===== src/rtl/ebus_pkg.sv =====
// Shared definitions for the EBUS transfer controller: FSM state encoding,
// EBUS function codes, bus field widths and default timing parameters.
package ebus_pkg;

  localparam int unsigned FUNC_W  = 3;
  localparam int unsigned DEV_W   = 7;
  localparam int unsigned DATA_W  = 36;
  localparam int unsigned SETUP_W = 3;
  localparam int unsigned TMO_W   = 8;

  localparam int unsigned TIMEOUT_DEF   = 255;
  localparam int unsigned SETUP_CYC_DEF = 2;

  // EBUS function codes; zero is left unused so an idle bus reads as "no function"
  localparam logic [FUNC_W-1:0] FN_CONO     = 3'd1;
  localparam logic [FUNC_W-1:0] FN_CONI     = 3'd2;
  localparam logic [FUNC_W-1:0] FN_DATAO    = 3'd3;
  localparam logic [FUNC_W-1:0] FN_DATAI    = 3'd4;
  localparam logic [FUNC_W-1:0] FN_PI_SERVE = 3'd5;

  typedef enum logic [2:0] {
    ST_IDLE     = 3'd0,
    ST_WAIT_GNT = 3'd1,
    ST_SETUP    = 3'd2,
    ST_DEMAND   = 3'd3,
    ST_HOLD     = 3'd4,
    ST_DONE     = 3'd5
  } ebus_state_e;

  // True for functions that return data from the device
  function automatic logic fn_is_read(input logic [FUNC_W-1:0] f);
    return (f == FN_CONI) || (f == FN_DATAI);
  endfunction

endpackage


===== src/rtl/ebus_xfer_ctl_if.sv =====
// EBUS transfer controller signal bundle.
//   master : the controller (consumes microcode/device inputs, drives the bus)
//   slave  : the environment (microcode, arbiter and device side)
interface ebus_xfer_ctl_if;
  import ebus_pkg::*;

  // microcode / arbiter side
  logic                CON_COND_EBUS_CTL;
  logic                CON_IO_LEGAL;
  logic                CON_EBUS_GRANT;
  logic                CON_EBUS_REL;
  logic [FUNC_W-1:0]   func_in;
  logic [DEV_W-1:0]    dev_in;
  logic [DATA_W-1:0]   data_in;
  logic                func_is_read;
  // device side
  logic                EBUS_XFER_IN;
  logic [DATA_W-1:0]   EBUS_D_IN;
  // controller outputs
  logic                EBUS_REQ;
  logic [FUNC_W-1:0]   EBUS_F;
  logic [DEV_W-1:0]    EBUS_CS;
  logic [DATA_W-1:0]   EBUS_D_OUT;
  logic                EBUS_D_OE;
  logic                EBUS_DEMAND;
  logic [DATA_W-1:0]   rd_data;
  logic                xfer_done;
  logic                xfer_timeout;
  logic                busy;

  modport master (
    input  CON_COND_EBUS_CTL, CON_IO_LEGAL, CON_EBUS_GRANT, CON_EBUS_REL,
    input  func_in, dev_in, data_in, func_is_read, EBUS_XFER_IN, EBUS_D_IN,
    output EBUS_REQ, EBUS_F, EBUS_CS, EBUS_D_OUT, EBUS_D_OE, EBUS_DEMAND,
    output rd_data, xfer_done, xfer_timeout, busy
  );

  modport slave (
    output CON_COND_EBUS_CTL, CON_IO_LEGAL, CON_EBUS_GRANT, CON_EBUS_REL,
    output func_in, dev_in, data_in, func_is_read, EBUS_XFER_IN, EBUS_D_IN,
    input  EBUS_REQ, EBUS_F, EBUS_CS, EBUS_D_OUT, EBUS_D_OE, EBUS_DEMAND,
    input  rd_data, xfer_done, xfer_timeout, busy
  );

endinterface


===== src/rtl/ebus_timeout_ctr.sv =====
// Demand timeout counter.
//   clk, rst_n  : clock, async active-low reset (count clears to 0)
//   load_i      : load load_val_i (wins over decrement)
//   dec_i       : decrement by one, saturating at 0
//   zero_c_o    : combinational; this clock's decrement takes the count to 0
module ebus_timeout_ctr
  import ebus_pkg::*;
#(
  parameter int unsigned WIDTH = TMO_W
) (
  input  logic             clk,
  input  logic             rst_n,
  input  logic             load_i,
  input  logic [WIDTH-1:0] load_val_i,
  input  logic             dec_i,
  output logic             zero_c_o
);

  logic [WIDTH-1:0] cnt_q, cnt_d;

  // Next count: load has priority, decrement saturates at zero
  always_comb begin
    cnt_d = cnt_q;
    if (load_i) begin
      cnt_d = load_val_i;
    end else if (dec_i && (cnt_q != '0)) begin
      cnt_d = cnt_q - WIDTH'(1);
    end
  end

  always_ff @(posedge clk or negedge rst_n) begin
    if (!rst_n) begin
      cnt_q <= '0;
    end else begin
      cnt_q <= cnt_d;
    end
  end

  assign zero_c_o = dec_i && !load_i && (cnt_q == WIDTH'(1));

endmodule


===== src/rtl/ebus_xfer_ctl.sv =====
// EBOX-side EBUS transfer controller: on a legal microcode strobe it latches
// the function/device/data, requests the bus, presents address and function
// for SETUP_CYC clocks, raises DEMAND until the device acknowledges (or the
// demand times out), waits for the acknowledge to drop, then reports.
//   clk, rst_n : clock, async active-low reset
//   bus        : ebus_xfer_ctl_if.master (microcode strobe/grant/release,
//                device XFER/data in; REQ/F/CS/D/DEMAND out; rd_data,
//                xfer_done, xfer_timeout, busy status). All outputs registered.
module ebus_xfer_ctl
  import ebus_pkg::*;
#(
  parameter int unsigned TIMEOUT   = TIMEOUT_DEF,
  parameter int unsigned SETUP_CYC = SETUP_CYC_DEF
) (
  input  logic            clk,
  input  logic            rst_n,
  ebus_xfer_ctl_if.master bus
);

  ebus_state_e         state_q, state_d;
  logic [SETUP_W-1:0]  setup_cnt_q, setup_cnt_d;

  logic [FUNC_W-1:0]   func_q, func_d;
  logic [DEV_W-1:0]    dev_q, dev_d;
  logic [DATA_W-1:0]   data_q, data_d;
  logic                is_read_q, is_read_d;

  logic                req_q, req_d;
  logic [FUNC_W-1:0]   f_q, f_d;
  logic [DEV_W-1:0]    cs_q, cs_d;
  logic [DATA_W-1:0]   dout_q, dout_d;
  logic                oe_q, oe_d;
  logic                demand_q, demand_d;
  logic [DATA_W-1:0]   rd_data_q, rd_data_d;
  logic                done_q, done_d;
  logic                tmo_q, tmo_d;
  logic                busy_q, busy_d;

  logic                tmo_load;
  logic                tmo_dec;
  logic                tmo_zero_c;
  logic                bus_act;

  ebus_timeout_ctr #(
    .WIDTH (TMO_W)
  ) u_tmo_ctr (
    .clk        (clk),
    .rst_n      (rst_n),
    .load_i     (tmo_load),
    .load_val_i (TMO_W'(TIMEOUT)),
    .dec_i      (tmo_dec),
    .zero_c_o   (tmo_zero_c)
  );

  // Next state, latched transaction, and registered-output values
  always_comb begin
    state_d     = state_q;
    setup_cnt_d = setup_cnt_q;
    func_d      = func_q;
    dev_d       = dev_q;
    data_d      = data_q;
    is_read_d   = is_read_q;
    rd_data_d   = rd_data_q;
    done_d      = 1'b0;
    tmo_d       = 1'b0;
    tmo_load    = 1'b0;
    tmo_dec     = 1'b0;

    unique case (state_q)
      ST_IDLE: begin
        if (bus.CON_COND_EBUS_CTL && bus.CON_IO_LEGAL) begin
          state_d   = ST_WAIT_GNT;
          func_d    = bus.func_in;
          dev_d     = bus.dev_in;
          data_d    = bus.data_in;
          is_read_d = bus.func_is_read;
        end
      end
      ST_WAIT_GNT: begin
        if (bus.CON_EBUS_GRANT) begin
          state_d     = ST_SETUP;
          setup_cnt_d = SETUP_W'(SETUP_CYC);
        end
      end
      ST_SETUP: begin
        // grant is no longer looked at; only release aborts from here on
        if (setup_cnt_q <= SETUP_W'(1)) begin
          state_d     = ST_DEMAND;
          setup_cnt_d = '0;
          tmo_load    = 1'b1;
        end else begin
          setup_cnt_d = setup_cnt_q - SETUP_W'(1);
        end
      end
      ST_DEMAND: begin
        // acknowledge is tested first so it wins over an expiring count
        if (bus.EBUS_XFER_IN) begin
          state_d = ST_HOLD;
          if (is_read_q) begin
            rd_data_d = bus.EBUS_D_IN;
          end
        end else begin
          tmo_dec = 1'b1;
          if (tmo_zero_c) begin
            state_d   = ST_DONE;
            tmo_d     = 1'b1;
            rd_data_d = '0;
          end
        end
      end
      ST_HOLD: begin
        if (!bus.EBUS_XFER_IN) begin
          state_d = ST_DONE;
          done_d  = 1'b1;
        end
      end
      ST_DONE: begin
        state_d = ST_IDLE;
      end
      default: begin
        state_d = ST_IDLE;
      end
    endcase

    // Release overrides every transition and suppresses completion pulses
    if (bus.CON_EBUS_REL && (state_q != ST_IDLE)) begin
      state_d     = ST_IDLE;
      setup_cnt_d = '0;
      rd_data_d   = rd_data_q;
      done_d      = 1'b0;
      tmo_d       = 1'b0;
      tmo_load    = 1'b0;
      tmo_dec     = 1'b0;
    end

    // Bus outputs are decoded from the next state so they register in step with it
    bus_act  = (state_d == ST_SETUP) || (state_d == ST_DEMAND) || (state_d == ST_HOLD);
    req_d    = bus_act || (state_d == ST_WAIT_GNT);
    f_d      = bus_act ? func_d : '0;
    cs_d     = bus_act ? dev_d : '0;
    oe_d     = bus_act && !is_read_d;
    dout_d   = oe_d ? data_d : '0;
    demand_d = (state_d == ST_DEMAND);
    busy_d   = (state_d != ST_IDLE);
  end

  // State and output registers
  always_ff @(posedge clk or negedge rst_n) begin
    if (!rst_n) begin
      state_q     <= ST_IDLE;
      setup_cnt_q <= '0;
      func_q      <= '0;
      dev_q       <= '0;
      data_q      <= '0;
      is_read_q   <= 1'b0;
      req_q       <= 1'b0;
      f_q         <= '0;
      cs_q        <= '0;
      dout_q      <= '0;
      oe_q        <= 1'b0;
      demand_q    <= 1'b0;
      rd_data_q   <= '0;
      done_q      <= 1'b0;
      tmo_q       <= 1'b0;
      busy_q      <= 1'b0;
    end else begin
      state_q     <= state_d;
      setup_cnt_q <= setup_cnt_d;
      func_q      <= func_d;
      dev_q       <= dev_d;
      data_q      <= data_d;
      is_read_q   <= is_read_d;
      req_q       <= req_d;
      f_q         <= f_d;
      cs_q        <= cs_d;
      dout_q      <= dout_d;
      oe_q        <= oe_d;
      demand_q    <= demand_d;
      rd_data_q   <= rd_data_d;
      done_q      <= done_d;
      tmo_q       <= tmo_d;
      busy_q      <= busy_d;
    end
  end

  assign bus.EBUS_REQ     = req_q;
  assign bus.EBUS_F       = f_q;
  assign bus.EBUS_CS      = cs_q;
  assign bus.EBUS_D_OUT   = dout_q;
  assign bus.EBUS_D_OE    = oe_q;
  assign bus.EBUS_DEMAND  = demand_q;
  assign bus.rd_data      = rd_data_q;
  assign bus.xfer_done    = done_q;
  assign bus.xfer_timeout = tmo_q;
  assign bus.busy         = busy_q;

endmodule

===== src/flat_wrapper.sv =====
// flat-port wrapper written by rule: the top's interface ports become plain ports
module ebus_xfer_ctl_flat import ebus_pkg::*;
#(
  parameter int unsigned TIMEOUT   = TIMEOUT_DEF,
  parameter int unsigned SETUP_CYC = SETUP_CYC_DEF
)
  (clk, rst_n, bus_CON_COND_EBUS_CTL, bus_CON_IO_LEGAL, bus_CON_EBUS_GRANT, bus_CON_EBUS_REL, bus_func_in, bus_dev_in, bus_data_in, bus_func_is_read, bus_EBUS_XFER_IN, bus_EBUS_D_IN, bus_EBUS_REQ, bus_EBUS_F, bus_EBUS_CS, bus_EBUS_D_OUT, bus_EBUS_D_OE, bus_EBUS_DEMAND, bus_rd_data, bus_xfer_done, bus_xfer_timeout, bus_busy);
  ebus_xfer_ctl_if bus_i ();
  input  logic clk;
  input  logic rst_n;
  input wire logic [$bits(bus_i.CON_COND_EBUS_CTL)-1:0] bus_CON_COND_EBUS_CTL;
  input wire logic [$bits(bus_i.CON_IO_LEGAL)-1:0] bus_CON_IO_LEGAL;
  input wire logic [$bits(bus_i.CON_EBUS_GRANT)-1:0] bus_CON_EBUS_GRANT;
  input wire logic [$bits(bus_i.CON_EBUS_REL)-1:0] bus_CON_EBUS_REL;
  input wire logic [$bits(bus_i.func_in)-1:0] bus_func_in;
  input wire logic [$bits(bus_i.dev_in)-1:0] bus_dev_in;
  input wire logic [$bits(bus_i.data_in)-1:0] bus_data_in;
  input wire logic [$bits(bus_i.func_is_read)-1:0] bus_func_is_read;
  input wire logic [$bits(bus_i.EBUS_XFER_IN)-1:0] bus_EBUS_XFER_IN;
  input wire logic [$bits(bus_i.EBUS_D_IN)-1:0] bus_EBUS_D_IN;
  output wire logic [$bits(bus_i.EBUS_REQ)-1:0] bus_EBUS_REQ;
  output wire logic [$bits(bus_i.EBUS_F)-1:0] bus_EBUS_F;
  output wire logic [$bits(bus_i.EBUS_CS)-1:0] bus_EBUS_CS;
  output wire logic [$bits(bus_i.EBUS_D_OUT)-1:0] bus_EBUS_D_OUT;
  output wire logic [$bits(bus_i.EBUS_D_OE)-1:0] bus_EBUS_D_OE;
  output wire logic [$bits(bus_i.EBUS_DEMAND)-1:0] bus_EBUS_DEMAND;
  output wire logic [$bits(bus_i.rd_data)-1:0] bus_rd_data;
  output wire logic [$bits(bus_i.xfer_done)-1:0] bus_xfer_done;
  output wire logic [$bits(bus_i.xfer_timeout)-1:0] bus_xfer_timeout;
  output wire logic [$bits(bus_i.busy)-1:0] bus_busy;
  assign bus_i.CON_COND_EBUS_CTL = bus_CON_COND_EBUS_CTL;
  assign bus_i.CON_IO_LEGAL = bus_CON_IO_LEGAL;
  assign bus_i.CON_EBUS_GRANT = bus_CON_EBUS_GRANT;
  assign bus_i.CON_EBUS_REL = bus_CON_EBUS_REL;
  assign bus_i.func_in = bus_func_in;
  assign bus_i.dev_in = bus_dev_in;
  assign bus_i.data_in = bus_data_in;
  assign bus_i.func_is_read = bus_func_is_read;
  assign bus_i.EBUS_XFER_IN = bus_EBUS_XFER_IN;
  assign bus_i.EBUS_D_IN = bus_EBUS_D_IN;
  assign bus_EBUS_REQ = bus_i.EBUS_REQ;
  assign bus_EBUS_F = bus_i.EBUS_F;
  assign bus_EBUS_CS = bus_i.EBUS_CS;
  assign bus_EBUS_D_OUT = bus_i.EBUS_D_OUT;
  assign bus_EBUS_D_OE = bus_i.EBUS_D_OE;
  assign bus_EBUS_DEMAND = bus_i.EBUS_DEMAND;
  assign bus_rd_data = bus_i.rd_data;
  assign bus_xfer_done = bus_i.xfer_done;
  assign bus_xfer_timeout = bus_i.xfer_timeout;
  assign bus_busy = bus_i.busy;
  ebus_xfer_ctl #(.TIMEOUT(TIMEOUT), .SETUP_CYC(SETUP_CYC)) u_core (.clk(clk), .rst_n(rst_n), .bus(bus_i));
endmodule

===== config.mk =====
export PLATFORM = sky130hd
export DESIGN_NAME = ebus_xfer_ctl_flat
export DESIGN_NICKNAME = d
export VERILOG_FILES = /design/src/rtl/ebus_pkg.sv /design/src/rtl/ebus_xfer_ctl_if.sv /design/src/rtl/ebus_timeout_ctr.sv /design/src/rtl/ebus_xfer_ctl.sv /design/src/flat_wrapper.sv
export SDC_FILE = /design/constraint.sdc
export NUM_CORES = 1
export LEC_CHECK = 0
export BUFFER_PORTS_ARGS = -buffer_cell sky130_fd_sc_hd__buf_2
export CORE_UTILIZATION = 38
export DETAILED_ROUTE_END_ITERATION = 8
export GPL_ROUTABILITY_DRIVEN = 0
export PLACE_DENSITY = 0.68
export SLEW_MARGIN = 20
export SYNTH_ARGS = -nofsm -noshare
export SYNTH_HDL_FRONTEND = slang
export SYNTH_SLANG_ARGS = --single-unit

===== constraint.sdc =====
create_clock -name clk -period 2.4 [get_ports clk]
set_input_delay 0 -clock clk [delete_from_list [all_inputs] [get_ports clk]]
set_output_delay 0 -clock clk [all_outputs]
set_load 0.01 [all_outputs]

==> metrics.txt, run 1 <==
initial drt markers=184; Finished Cell Area=8420 um2; setup tns final=0 ns; Die X-Extent=126 um; Max rail drop VDD=0.000702 V; commonest non-fill, non-tap cell in the layout=buf_2; fin crit period=2.12 ns; area leader, netlist=dfrtp_1; CORE AREA=14,800 um2; IO Pins=178; worst hold path type=in -> async; syn nets=605; Finished Core Util=57.0%; ant diodes=0; clk_skew=0.0127 ns; Vias/cell=4.74; Vias=4,585; Final Hold Fails=0; Clk Latency, worst-skew pair=0.42 ns; area grow syn2layout=43.9%; worst path arrival time=2.41 ns; starting density of the core=39.6%; leakage power=4.22 nW; number of global-route vias before repair=4,869; most frequent cells in the layout=buf_2, dfrtp_1, nand2_1; share of flip-flops with an asynchronous set or reset=100%; routed len/inst=14.6 um; Period Utilization, post-route=88.4%; # resized after CTS=0; number of buffers created by CTS=17; Main synth FF type=dfrtp_1; Crit path required time=2.69 ns; antenna violations before repair=0; number of remaining DRC errors=0; Clock transition at path regs=0.06 ns; sequential share of the synthesized area=63.8%; row cnt=44; Die ar.=15,900 um2; Num Clock Sinks=149; worst relative slew slack=52.6%; grt total ovfl=0; syn avg cell area=11.5 um2; Register-to-Register Path Depth=6; post-synthesis cell area=5850 um2; Yosys top cell area share=63.8%; critical path type=reg -> reg; hold_ws=0.110 ns; layout cells sized above 1=34.3%; Slew Viols, Final=0; r2r startpoint=u_core.state_q[1]$_DFF_PN0_; Post-Syn Instances=510; Synth Register Bits=149; clock tree root buffer cell=clkbuf_16; area post-placement=6960 um2; Max Clock Freq=471 MHz; synth top area cells=dfrtp_1, mux2_2, nand2_1; critical path fanouts, max=46; global-route wire length before repair=23.5 mm; Post-DRT Antenna Nets=0; Pre-Repair DR Iteration Count=4; H-tree Lvls=4; Synth warnings=0; Pwr per Cell Area=1120 nW/um2; worst r2r dst=u_core.bus.EBUS_D_OUT[25]$_DFF_PN0_; drt total wl=14.2 mm; CTS tree=yes; final setup fails=0; Final #Nets=868; Critical Path Source Type=register; Clock Path Buffers=2; hpwl dp=8.98 mm; Max Cap Viol=0; Slew @ Worst Pin=0.711 ns; Yosys cell types=43; status=completed; number of synthesized flops with an enable pin=0; unrepaired setup endpoints after global routing=false; PortBufs=177; largest net degree at the start of global routing=73; reg2reg setup slack=0.28 ns; Crit. End Element=register; Total GRT Usage=18.8%; die height=126 um
[sequential cells by signal (all words and copies together), names as in the netlist, 3 cells and up]
register / cells
u_core.bus.rd_data: 36
u_core.state_q: 3
u_core.func_q: 3
u_core.dev_q: 7
u_core.bus.EBUS_D_OUT: 36
u_core.bus.EBUS_F: 3
u_core.u_tmo_ctr.cnt_q: 8
u_core.setup_cnt_q: 3
u_core.data_q: 36
u_core.bus.EBUS_CS: 7
[cell families after synthesis]
logic type / Yosys count / share of synthesized area, %
AOI/OAI and AO/OA: 61 / 6.63
xor gates and xnor gates: 7 / 1.05
adders and majority gates: 5 / 1.07
buffers and inverters: 37 / 3.17
DFF: 149 / 63.8
muxes: 47 / 9.09
and+or+nand+nor: 204 / 15.2
[repair_timing]
item | 4_1_cts | 5_1_grt
endpoints found under the hold margin | 188 | 0
hold buffers | 85 | 0
endpoints found under the setup margin | 0 | 0
setup buffers | 0 | 0
[per-stage QoR]
stage                     power (mW)  cells  setup WS [ns]
after floorplan                 5.52    510          0.296
after global placement          6.44    853          0.387
after detailed placement        6.59    853          0.306
after CTS                       9.48    968          0.303
after global routing            10.0    968          0.138
final                           9.41    968          0.279
[per-layer routing]
metal / GRT usage (%) / up-vias / routed length, um
li1: - / 2195 / -
met1: 22.4 / 2206 / 5880
met2: 32.4 / 164 / 7090
met3: 5.44 / 20 / 997
met4: 6.73 / 0 / 195
met5: 0 / - / 0
[worst max path at each step]
| stage | from | to | slack [ns] | cells past startpoint |
|---|---|---|---|---|
| 2_1_floorplan | u_core.state_q[2]$_DFF_PN0_ | u_core.bus.EBUS_D_OUT[10]$_DFF_PN0_ | 0.30 | 8 |
| 3_3_place_gp | u_core.state_q[2]$_DFF_PN0_ | u_core.bus.EBUS_F[1]$_DFF_PN0_ | 0.39 | 5 |
| 4_1_cts | u_core.state_q[0]$_DFF_PN0_ | u_core.bus.EBUS_D_OUT[25]$_DFF_PN0_ | 0.30 | 6 |
| 5_1_grt | u_core.state_q[1]$_DFF_PN0_ | u_core.bus.EBUS_D_OUT[4]$_DFF_PN0_ | 0.14 | 6 |
| 6_report | u_core.state_q[1]$_DFF_PN0_ | u_core.bus.EBUS_D_OUT[25]$_DFF_PN0_ | 0.28 | 6 |
| 3_5_place_dp | u_core.state_q[0]$_DFF_PN0_ | u_core.bus.EBUS_D_OUT[8]$_DFF_PN0_ | 0.31 | 6 |
[synth_stat cells, drive strengths merged (2+ instances only)]
| library cell | number |
|---|---|
| xnor2 | 4 |
| a21oi | 5 |
| inv | 9 |
| ha | 5 |
| or3b | 2 |
| nand4b | 2 |
| mux2 | 46 |
| a21boi | 2 |
| nor3 | 2 |
| dfrtp | 149 |
| nor2 | 46 |
| buf | 11 |
| nand2b | 3 |
| nor2b | 11 |
| nand2 | 122 |
| xor2 | 3 |
| nand3 | 5 |
| o21ai | 43 |
| clkbuf | 17 |
| nand3b | 4 |
[where the power goes]
part	switching [mW]	internal [mW]	leakage (nW)	total, mW
clock network	0.991	1.76	0.291	2.75
logic	1.52	1.30	2.01	2.82
registers	0.410	3.44	1.92	3.85
[critical path: stages, from the launching register on]
cell and delay [ns]:
dfrtp_1 0.50, or3b_1 0.44, nor3_1 0.25, o311ai_2 0.23, a21boi_4 0.21, buf_12 0.25, nor2_1 0.10
[cell type report]
class | count | area (um2)
multi-input combinational | 324 | 1950
fill | 1218 | 6340
clock buffer | 22 | 454
inverter | 9 | 33.8
tap | 184 | 230
timing repair buffer | 272 | 1870
clock inverter | 8 | 150
sequential | 149 | 3730
(Power assumes the default switching activity.)
==> run 2, diff against run 1 <==
--- a/config.mk
+++ b/config.mk
@@ -9,7 +9,6 @@
 export CORE_UTILIZATION = 38
 export DETAILED_ROUTE_END_ITERATION = 8
 export GPL_ROUTABILITY_DRIVEN = 0
-export PLACE_DENSITY = 0.68
 export SLEW_MARGIN = 20
 export SYNTH_ARGS = -nofsm -noshare
 export SYNTH_HDL_FRONTEND = slang
==> run 2 against run 1 <==
  * Sequential power barely moved
  * Register-to-register slack got worse by 0.04 ns
  * Via count fell by 2.3%
  * Wire length fell by 3.4%
  * Setup slack got worse by 0.043 ns
  * Combinational power fell by 1%
  * Clock power fell by 4%
  * Utilization fell by 0.25 points
  * Maximum frequency fell by 2.0%
  * Die area did not move
  * Critical path type unchanged
  * Largest power group unchanged
==> metrics.txt, run 2 (same netlist as run 1, synthesis figures left out) <==
status=completed; CORE AREA=14,800 um2; final setup fails=0; FF+latch area=3730 um2; IO Pins=178; commonest non-fill, non-tap cell in the layout=buf_2; met3 wire len=1.14 mm; Comb pwr share=30.1%; fillcell total=1,233; number of global-route vias before repair=4,724; Die X-Extent=126 um; initial drt markers=150; starting density of the core=39.6%; unrepaired setup endpoints after global routing=false; worst relative slew slack=50.6%; worst hold path type=in -> reg; Max rail drop VDD=0.000651 V; met2 wire length=6.52 mm; Vias/cell=4.62; Total Power=9.22 mW; hpwl dp=8.57 mm; Crit. End Element=register; number of buffers created by CTS=17; Clk Latency, worst-skew pair=0.42 ns; Die ar.=15,900 um2; CP peak stage delay=0.48 ns; CTS tree=yes; setup tns final=0 ns; Total GRT Usage=18.4%; Period Utilization, post-route=90.1%; fin crit period=2.16 ns; Pwr per Cell Area=1100 nW/um2; Pre-Repair DR Iteration Count=4; Critical Path Source Type=register; Slew @ Worst Pin=0.742 ns; leakage power=4.20 nW; worst path arrival time=2.46 ns; Final Hold Fails=0; critical path fanouts, max=46; hold_ws=0.0533 ns; area grow syn2layout=43.3%; grt total ovfl=0; Final #Nets=867; Max Cap Viol=0; global-route wire length before repair=22.7 mm; Net Sw Power=2.93 mW; row cnt=44; clk_skew=0.0147 ns; routed len/inst=14.1 um; Highest Signal Layer=met4; M1 wire length=5.92 mm; clock tree root buffer cell=clkbuf_16; PortBufs=177; drt total wl=13.7 mm; Vias=4,480; antenna violations before repair=0; power share of the sequential group=41.4%; Max Clock Freq=462 MHz; internal power=6.29 mW; worst-path cell chain=or3b_1, nor3_1, o311ai_2, a21boi_4, buf_12, nor2_1; Slew Viols, Final=0; Sw Ratio=31.8%; ant diodes=0; most frequent cells in the layout=buf_2, dfrtp_1, nand2_1; Post-DRT Antenna Nets=0; CP max-delay cell=dfrtp_1; critical path type=reg -> reg; largest net degree at the start of global routing=73; setup bufs post-CTS=0; area of the multi-input gates=1950 um2; layout cells sized above 1=34.9%; number of remaining DRC errors=0; H-tree Lvls=4; Clk pwr share=28.5%; die height=126 um; Crit path required time=2.69 ns; Clock Path Buffers=2; Num Clock Sinks=149; Clock transition at path regs=0.06 ns
run 2: cell types whose count changed in the layout (fill, tap and decap cells not counted), sizes merged:
cell,delta
dlygate4sd3,-1
bufinv,-2
inv,+4
clkbuf,-3
clkinvlp,+3
run 2: power by group through the flow:
stage / clock (mW) / combinational [mW] / sequential, mW
finish: 2.63 / 2.78 / 3.82
CTS: 2.70 / 2.80 / 3.83
global route: 2.80 / 3.11 / 3.93
detailed placement: 0 / 2.69 / 3.86
floorplan: 0 / 1.52 / 4.00
global placement: 0 / 2.62 / 3.82
run 2: worst max-delay path, delay by kind of cell (launching register included):
kind	cells	cell delay (ns)
simple gates	3	0.81
compound gates	2	0.47
buf+inv	1	0.24
flops	1	0.48
run 2: layout make-up:
class | instances | share of cell area, %
clock buffers | 19 | 5.29
clock inverters | 13 | 1.75
inverters | 9 | 0.403
multi-input cells | 324 | 23.3
flip-flops and latches | 149 | 44.5
well taps | 184 | 2.75
repair buffers | 271 | 22.0
run 2: through the flow:
stage	std cells	utilization (%)	setup slack [ns]	area, um2
6_report	969	56.8	0.236	8380
5_1_grt	969	56.8	0.0942	8380
4_1_cts	969	56.8	0.234	8380
3_5_place_dp	853	47.1	0.252	6950
3_3_place_gp	853	47.1	0.285	6950
2_1_floorplan	510	-	0.296	5850
run 2: path summary, 6_finish.rpt:
check	from	endpoint	slack [ns]	depth (start not counted)
setup / recovery	u_core.state_q[0]$_DFF_PN0_	u_core.bus.EBUS_D_OUT[0]$_DFF_PN0_	0.24	6
hold / removal	bus_func_is_read	u_core.is_read_q$_DFF_PN0_	0.05	4
setup reg to reg	u_core.state_q[0]$_DFF_PN0_	u_core.bus.EBUS_D_OUT[0]$_DFF_PN0_	0.24	6
hold reg to reg	u_core.bus.rd_data[26]$_DFFE_PN0P_	u_core.bus.rd_data[26]$_DFFE_PN0P_	0.47	2
max in group asynchronous	rst_n	u_core.bus.EBUS_D_OUT[14]$_DFF_PN0_	1.46	3
min in group asynchronous	rst_n	u_core.bus.EBUS_F[1]$_DFF_PN0_	0.12	2
run 2: routing by layer:
metal	vias up	GRT usage [%]
met3	6	7.60
met4	0	6.38
met5	-	0
met1	2131	21.6
li1	2198	-
met2	145	30.2
run 2: repair_timing:
| action | CTS | global route |
|---|---|---|
| hold buffers | 84 | 0 |
| resized for setup | 0 | 0 |
| endpoints found under the hold margin | 184 | 0 |
